<file path="src/rtl/ballot_unit.sv">
// Voter-side ballot entry: conditions candidate/confirm/cancel buttons, enforces one
// vote per ballot issue and hands a 4-bit candidate code to the counter via valid/ack.
module ballot_unit #(
   parameter int unsigned DEB_CYCLES     = 16,
   parameter int unsigned TIMEOUT_CYCLES = 1024
) (
   input  logic        clk,
   input  logic        rst_n,
   input  logic        enable,
   input  logic [15:1] key,
   input  logic        confirm,
   input  logic        cancel,
   input  logic        vote_ack,
   output logic        ready,
   output logic [3:0]  sel_code,
   output logic [3:0]  vote_code,
   output logic        vote_valid,
   output logic        err,
   output logic        cast_done
);

   localparam int unsigned NK = 15;
   localparam int unsigned CW = $clog2(DEB_CYCLES + 1);
   localparam int unsigned TW = $clog2(TIMEOUT_CYCLES);
   localparam logic [CW-1:0] CNT_LAST = CW'(DEB_CYCLES - 1);
   localparam logic [TW-1:0] TMR_LAST = TW'(TIMEOUT_CYCLES - 1);

   typedef enum logic [2:0] {S_IDLE, S_ARMED, S_SELECT, S_CAST, S_RELEASE} state_e;

   logic [NK:1]         key_s1_q, key_s2_q;
   logic [NK:1]         key_cand_q, key_cand_d, key_deb_q, key_deb_d;
   logic [CW-1:0]       key_cnt_q, key_cnt_d;
   // control channel 0 = confirm, 1 = cancel
   logic [1:0]          ctl_s1_q, ctl_s2_q, ctl_prev_q;
   logic [1:0]          ctl_cand_q, ctl_cand_d, ctl_deb_q, ctl_deb_d;
   logic [1:0][CW-1:0]  ctl_cnt_q, ctl_cnt_d;

   state_e              state_q, state_d;
   logic [TW-1:0]       timer_q, timer_d;
   logic [3:0]          sel_code_d, vote_code_d;
   logic                ready_d, vote_valid_d, err_d, cast_done_d;

   logic [3:0]          key_code_c;
   logic                key_any_c, key_onehot_c, key_multi_c;
   logic                conf_evt_c, canc_evt_c;

   // Key word debouncer: accept a value once the synchronized word held it DEB_CYCLES cycles
   always_comb begin
      key_cand_d = key_cand_q;
      key_cnt_d  = key_cnt_q;
      key_deb_d  = key_deb_q;
      if (key_s2_q != key_cand_q) begin
         key_cand_d = key_s2_q;
         key_cnt_d  = CW'(1);
      end else if (key_cand_q != key_deb_q) begin
         if (key_cnt_q == CNT_LAST) key_deb_d = key_cand_q;
         else                       key_cnt_d = key_cnt_q + CW'(1);
      end
   end

   // Confirm / cancel debouncers, same rule per channel
   always_comb begin
      ctl_cand_d = ctl_cand_q;
      ctl_cnt_d  = ctl_cnt_q;
      ctl_deb_d  = ctl_deb_q;
      for (int i = 0; i < 2; i++) begin
         if (ctl_s2_q[i] != ctl_cand_q[i]) begin
            ctl_cand_d[i] = ctl_s2_q[i];
            ctl_cnt_d[i]  = CW'(1);
         end else if (ctl_cand_q[i] != ctl_deb_q[i]) begin
            if (ctl_cnt_q[i] == CNT_LAST) ctl_deb_d[i] = ctl_cand_q[i];
            else                          ctl_cnt_d[i] = ctl_cnt_q[i] + CW'(1);
         end
      end
   end

   always_comb begin
      key_code_c = '0;
      for (int i = 1; i <= 15; i++) begin
         if (key_deb_q[i]) key_code_c = 4'(i);
      end
      key_any_c    = |key_deb_q;
      key_onehot_c = key_any_c && ((key_deb_q & (key_deb_q - NK'(1))) == '0);
      key_multi_c  = key_any_c && !key_onehot_c;
   end

   assign conf_evt_c = ctl_deb_q[0] & ~ctl_prev_q[0];
   assign canc_evt_c = ctl_deb_q[1] & ~ctl_prev_q[1];

   // Ballot FSM; outputs are derived from the next state so they register with it
   always_comb begin
      state_d    = state_q;
      sel_code_d = sel_code;
      timer_d    = timer_q;
      case (state_q)
         S_IDLE: begin
            sel_code_d = '0;
            if (enable) state_d = S_ARMED;
         end
         S_ARMED: begin
            if (key_onehot_c) begin
               sel_code_d = key_code_c;
               timer_d    = '0;
               state_d    = S_SELECT;
            end
         end
         S_SELECT: begin
            timer_d = (timer_q == TMR_LAST) ? timer_q : timer_q + TW'(1);
            if (canc_evt_c) begin
               sel_code_d = '0;
               state_d    = S_ARMED;
            end else if (conf_evt_c) begin
               state_d = S_CAST;
            end else if (key_onehot_c && (key_code_c != sel_code)) begin
               sel_code_d = key_code_c;
               timer_d    = '0;
            end else if (timer_q == TMR_LAST) begin
               sel_code_d = '0;
               state_d    = S_ARMED;
            end
         end
         S_CAST: begin
            if (vote_ack) begin
               sel_code_d = '0;
               state_d    = S_RELEASE;
            end
         end
         S_RELEASE: begin
            sel_code_d = '0;
            if (!key_any_c && !ctl_deb_q[0]) state_d = S_IDLE;
         end
         default: begin
            sel_code_d = '0;
            state_d    = S_IDLE;
         end
      endcase

      ready_d      = (state_d == S_ARMED) || (state_d == S_SELECT);
      err_d        = key_multi_c && ready_d;
      vote_valid_d = (state_d == S_CAST);
      vote_code_d  = vote_valid_d ? sel_code_d : 4'd0;
      cast_done_d  = (state_q == S_RELEASE) && (state_d == S_IDLE);
   end

   always_ff @(posedge clk or negedge rst_n) begin
      if (!rst_n) begin
         key_s1_q   <= '0;
         key_s2_q   <= '0;
         key_cand_q <= '0;
         key_deb_q  <= '0;
         key_cnt_q  <= '0;
         ctl_s1_q   <= '0;
         ctl_s2_q   <= '0;
         ctl_cand_q <= '0;
         ctl_deb_q  <= '0;
         ctl_cnt_q  <= '0;
         ctl_prev_q <= '0;
         state_q    <= S_IDLE;
         timer_q    <= '0;
         sel_code   <= '0;
         vote_code  <= '0;
         ready      <= 1'b0;
         vote_valid <= 1'b0;
         err        <= 1'b0;
         cast_done  <= 1'b0;
      end else begin
         key_s1_q   <= key;
         key_s2_q   <= key_s1_q;
         key_cand_q <= key_cand_d;
         key_deb_q  <= key_deb_d;
         key_cnt_q  <= key_cnt_d;
         ctl_s1_q   <= {cancel, confirm};
         ctl_s2_q   <= ctl_s1_q;
         ctl_cand_q <= ctl_cand_d;
         ctl_deb_q  <= ctl_deb_d;
         ctl_cnt_q  <= ctl_cnt_d;
         ctl_prev_q <= ctl_deb_q;
         state_q    <= state_d;
         timer_q    <= timer_d;
         sel_code   <= sel_code_d;
         vote_code  <= vote_code_d;
         ready      <= ready_d;
         vote_valid <= vote_valid_d;
         err        <= err_d;
         cast_done  <= cast_done_d;
      end
   end

endmodule
</file>
<file path="config.mk">
export PLATFORM = sky130hd
export DESIGN_NAME = ballot_unit
export DESIGN_NICKNAME = d
export VERILOG_FILES = /design/src/rtl/ballot_unit.sv
export SDC_FILE = /design/constraint.sdc
export NUM_CORES = 1
export LEC_CHECK = 0
export CAP_MARGIN = 40
export CORE_AREA = 3 3 114 94
export DETAILED_ROUTE_END_ITERATION = 6
export DIE_AREA = 0 0 117 97
export MAX_ROUTING_LAYER = met4
export PLACE_DENSITY = 0.73
export SLEW_MARGIN = 10
export SYNTH_ARGS = -nofsm -noshare
export SYNTH_HDL_FRONTEND = slang
export SYNTH_SLANG_ARGS = --single-unit
</file>
<file path="constraint.sdc">
create_clock -name clk -period 4.6 [get_ports clk]
set_input_delay 0.46 -clock clk [delete_from_list [all_inputs] [get_ports clk]]
set_output_delay 0.46 -clock clk [all_outputs]
set_load 0.02 [all_outputs]
</file>
# After elaboration in Yosys (flattened, before gate mapping)
# Index checks and enable logic that the tools add are counted.
dict set report op_classes {
  n_reduce_logical 25
  addsub 5
  muxes 47
  eq_ne 22
  bitwise 8
}
# operator n
set op_table {}
lappend op_table {{4-bit two-way mux} 21}
lappend op_table {{10-bit two-way mux} 5}
lappend op_table {{5-bit two-way mux} 9}
lappend op_table {{15-bit != test} 2}
lappend op_table {{3-bit two-way mux} 8}
lappend op_table {{10-bit one-hot mux with 2 select lines} 1}
lappend op_table {{5-bit by 1-bit adder with 5-bit output (second input constant)} 3}
lappend op_table {{15-bit bitwise AND} 1}
lappend op_table {{5-bit by 4-bit equality test with 1-bit output (second input constant)} 3}
lappend op_table {{15-bit logical NOT} 1}
lappend op_table {{3-bit one-hot mux with 5 select lines} 1}
lappend op_table {{15-bit OR reduction} 1}
lappend op_table {{15-bit by 1-bit subtractor with 15-bit output (second input constant)} 1}
lappend op_table {{3-bit by 2-bit equality test with 1-bit output (second input constant)} 4}
lappend op_table {{4-bit one-hot mux with 3 select lines} 1}
lappend op_table {{10-bit by 1-bit adder with 10-bit output (second input constant)} 1}
lappend op_table {{10-bit equality test (second input constant)} 1}
lappend op_table {{3-bit AND reduction} 3}
lappend op_table {{2-bit != test (second input constant)} 4}
lappend op_table {{2-bit AND reduction} 4}
lappend op_table {{2-bit nonzero test} 4}
lappend op_table {{3-bit by 1-bit equality test with 1-bit output (second input constant)} 2}
lappend op_table {{1-bit logical AND} 6}
lappend op_table {{3-bit logical NOT} 2}
lappend op_table {{8 further kinds} 18}
dict set report word_totals {
  register_bits 110
  elab_cells 129
  output_inout_bits 12
}

# Longest topological paths before layout
dict set report depth {
  ltp_word 24
  mapped_depth 11
}

# Worst setup path after synthesis
# OpenSTA, ideal clock, no wires.
dict set report synth_timing {
  path_type {register to register}
  startpoint {reg key_deb_q[8] in the netlist's numbering}
  endpoint {reg timer_q[3]}
  required_time_ns 4.518
  setup_time_ns 0.082
  stages_incl_launch_ff 12
  arrival_time_ns 2.391
  path_buffers 3
  path_slack_ns 2.127
  cell_sequence {dfrtp_1 > buf_6 > or4_4 > buf_6 > nor3_2 > a21oi_1 > o31ai_4 > o211ai_4 > a31oi_4 > buf_6 > nand2_2 > a31oi_1}
}
dict set report synth_between {
  elab_chain_cells 14
  elab_cells_between_ends 21
}
# element line
set synth_rtl {}
lappend synth_rtl {{start, declared} 31} ;# logic [NK:1] key_cand_q, key_cand_d, key_deb_q, key_deb_d;
lappend synth_rtl {{start signal, assigned} 170} ;# key_deb_q <= key_deb_d;
lappend synth_rtl {{branches (longest 14 deep; another with 15-bit by 1-bit subtractor with 15-bit output)} --}
lappend synth_rtl {{end signal, assigned} 179} ;# timer_q <= timer_d;
lappend synth_rtl {{end, declared} 39} ;# logic [TW-1:0] timer_q, timer_d;
# Several ways; the timed one is not identified.
# A chain may end at the register's enable or synchronous reset.

# Worst setup path in the final report
dict set report layout_timing {
  startpoint {reg key_deb_q[8] in the netlist's numbering}
  endpoint {reg timer_q[5]}
}
# The elaborated chain is that of the path after synthesis.

==> out/metrics.yaml <==
reg2reg_depth: 8
finalInstanceArea_um2: 5890
core_area_um2: 9610
detailedPlacementHpwl_um: 6960
ys_ff_latch: 110
clk_latency_ps: 350
die_width_um: 117
synth_flop_cell: "dfrtp_1"
grt_util_all_layers_pct: 19.2
vias_per_cell: 5.91
dr_total_vias: 3654
post_cts_resize_count: 0
synth-seq-area-share_pct: 52.6
die-area_um2: 11300
yosys_warnings: 0
synth.top_cells.by_area: "dfrtp_1 (53%), xor2_1 (5.0%), mux2_2 (3.2%)"
combined_buffer_and_inverter_count_along_the_critical_path: 0
asyncSetResetFlopFracSynth_pct: 100
path_delay_family: "compound AO/OA/AOI/OAI gates"
worst_hold_slack_ps: 30.8
path_depth: 8
synth_cell_types: 60
cts.hold.buffers_added: 0
portBuffers: 32
grt_setup_unrepaired: "false"
finish.net_count: 522
post_route_cells_drive_above_1_share_pct: 11.4
status: "finished, final reports clean"
fin_crit_ps: 2760
worst_path_largest_cell_delay_ps: 630
io-pin-count: 33
cap_viol_max_count: 0
crit_path_cell_trace: "or4_4 > nor3_2 > a21oi_1 > o31ai_4 > o211ai_4 > a31oi_4 > o21ai_1 > a31oi_1"
clk_path_buf_depth: 2
cts-htree-levels: 3
grt_overflow: 0
p_leak_nw: 2.55
routedWlPerCell_um: 15.6
worstSetupPathType: "flip-flop to flip-flop"
synth_top_cell_by_area: "dfrtp_1"
final_cell_mix: "dfrtp_1 (110), nor2_1 (39), clkdlybuf4s50_1 (31)"
finalCoreUtilization_pct: 61.3
dieHeight_um: 97
core.rowCount: 32
synthCells: 488
fin_tns_setup_ps: 0
synthesis.area_um2: 5230
post-route-period-util_pct: 60.0
endpoint_kind: "flip-flop"
nFillCells: 773
layout_commonest_cell: "dfrtp_1"
max_slew.worst_pin.slew_ps: 740
area_growth_pct: 12.5
gp_congestion: 0.831
placed_cells: 602
first_pass_grt_wire_length_um: 16900
timing.critical_path.required_ps: 4870
clkSinkCount: 110
max-vdd-ir-drop_mv: 0.252
route.detailed.drc: 0
placed_cell_area_um2: 5560
timing.slew.headroom_pct: 50.5
grt_start_max_net_pins: 51
hold_path.class: "input pin to asynchronous set/reset pin"
postcts_setup_bufs: 0
cts_tree: "built"
final-seq-area_um2: 2750
firstDrtPassIters: 5
slew_violations: 0
slowest_library_cell_on_the_worst_path: "or4_4"
initial_antenna_violation_count: 0
finalHoldViolCount: 0
ant_nets: 0
powerDensity_nw_per_um2: 331
arrival_ps: 3030
initial_utilization_pct: 54.4
post_layout_nonfiller_instances: 618
grt_pass1_vias: 3482
synth_fp_nets: 516
maxClockFrequency_ghz: 0.362
final.setup_skew_ps: 12.5
multiInputGateArea_um2: 2260
clkSlewWorstSetupHoldPaths_ps: 80
cts_root_buf: "clkbuf_16"
initialDrtViolationCount: 236
netlist.area_leader.share_pct: 52.6
synth_edf_count: 0
final-setup-viol-count: 0
setup.worst_path.start_class: "flip-flop"
critical_path_peak_fanout: 17
synthesis.area_per_instance_um2: 10.7
tritoncts.num_buffers: 9
num_antenna_cells: 0
routed_wirelength_um: 9660
## worst register-to-register path, stage by stage, from the launching register on
cell	delay, ps
dfrtp_1	490
or4_4	630
nor3_2	170
a21oi_1	90
o31ai_4	310
o211ai_4	160
a31oi_4	470
o21ai_1	150
a31oi_1	220
## state kept, by name, indices dropped and copies added, names as in the netlist, 3 cells and up
name / count
sel_code: 4
ctl_cnt_q: 10
key_deb_q: 15
timer_q: 10
state_q: 3
key_cnt_q: 5
key_s2_q: 15
key_cand_q: 15
key_s1_q: 15
vote_code: 4
## final timing paths
| path | end | startpoint | slack (ps) |
|---|---|---|---|
| max in group asynchronous | key_cand_q[13]$_DFFE_PN0N_ | rst_n | 3830 |
| min | timer_q[8]$_DFFE_PN0P_ | rst_n | 30 |
| max reg2reg | timer_q[5]$_DFFE_PN0P_ | key_deb_q[8]$_DFFE_PN0P_ | 1840 |
| min reg2reg | key_s2_q[3]$_DFF_PN0_ | key_s1_q[3]$_DFF_PN0_ | 350 |
| max | timer_q[5]$_DFFE_PN0P_ | key_deb_q[8]$_DFFE_PN0P_ | 1840 |
| min in group clk | key_s2_q[3]$_DFF_PN0_ | key_s1_q[3]$_DFF_PN0_ | 350 |
## per-stage QoR
stage	worst slack, ps	total power, mW
2_1_floorplan	2130	1.09
6_report	1840	1.95
3_5_place_dp	1850	1.14
3_3_place_gp	1870	1.14
5_1_grt	1580	2.03
4_1_cts	1840	1.97
## synthesized netlist by cell type, drive strengths merged, types with 6 or more instances
master  count
dfrtp     110
nor2       39
clkbuf     33
xor2       30
nand3      28
a21oi      26
o21ai      21
nand2      18
mux2       15
a221oi     13
a31oi      13
inv        13
nor3       12
nand2b     11
nor4       11
xnor2      10
ha          7
buf         6
o211ai      6
## report_power, final
group | leakage [nW] | switching [mW] | internal (mW)
Combinational | 1.00 | 0.0541 | 0.0460
Clock | 0.156 | 0.381 | 0.441
Sequential | 1.39 | 0.0270 | 0.996
## logic make-up after synthesis
| logic type | Yosys count | synth area share, % |
|---|---|---|
| muxes | 19 | 4.23 |
| adders and majority gates | 7 | 1.67 |
| DFF | 110 | 52.6 |
| buffers and inverters | 52 | 4.23 |
| AOI/OAI and AO/OA | 109 | 15.0 |
| xor gates and xnor gates | 40 | 6.70 |
| and+or+nand+nor | 151 | 15.6 |
## layout make-up
cell class,instances,share of cell area [%]
Clock buffer,9,3.83
Clock inverter,7,1.72
Multi-Input combinational cell,326,38.3
Sequential cell,110,46.8
Tap cell,119,2.53
Timing Repair Buffer,34,5.99
Inverter,13,0.829
## per-layer routing
layer  vias up  routed length [um]  global-route usage (%)
met5         -                   0                       -
met4         0                 118                    5.20
met2        93                4430                    27.1
met3        10                 516                    6.25
li1       1756                   -                       -
met1      1795                4590                    26.7
(Power assumes the default switching activity.)
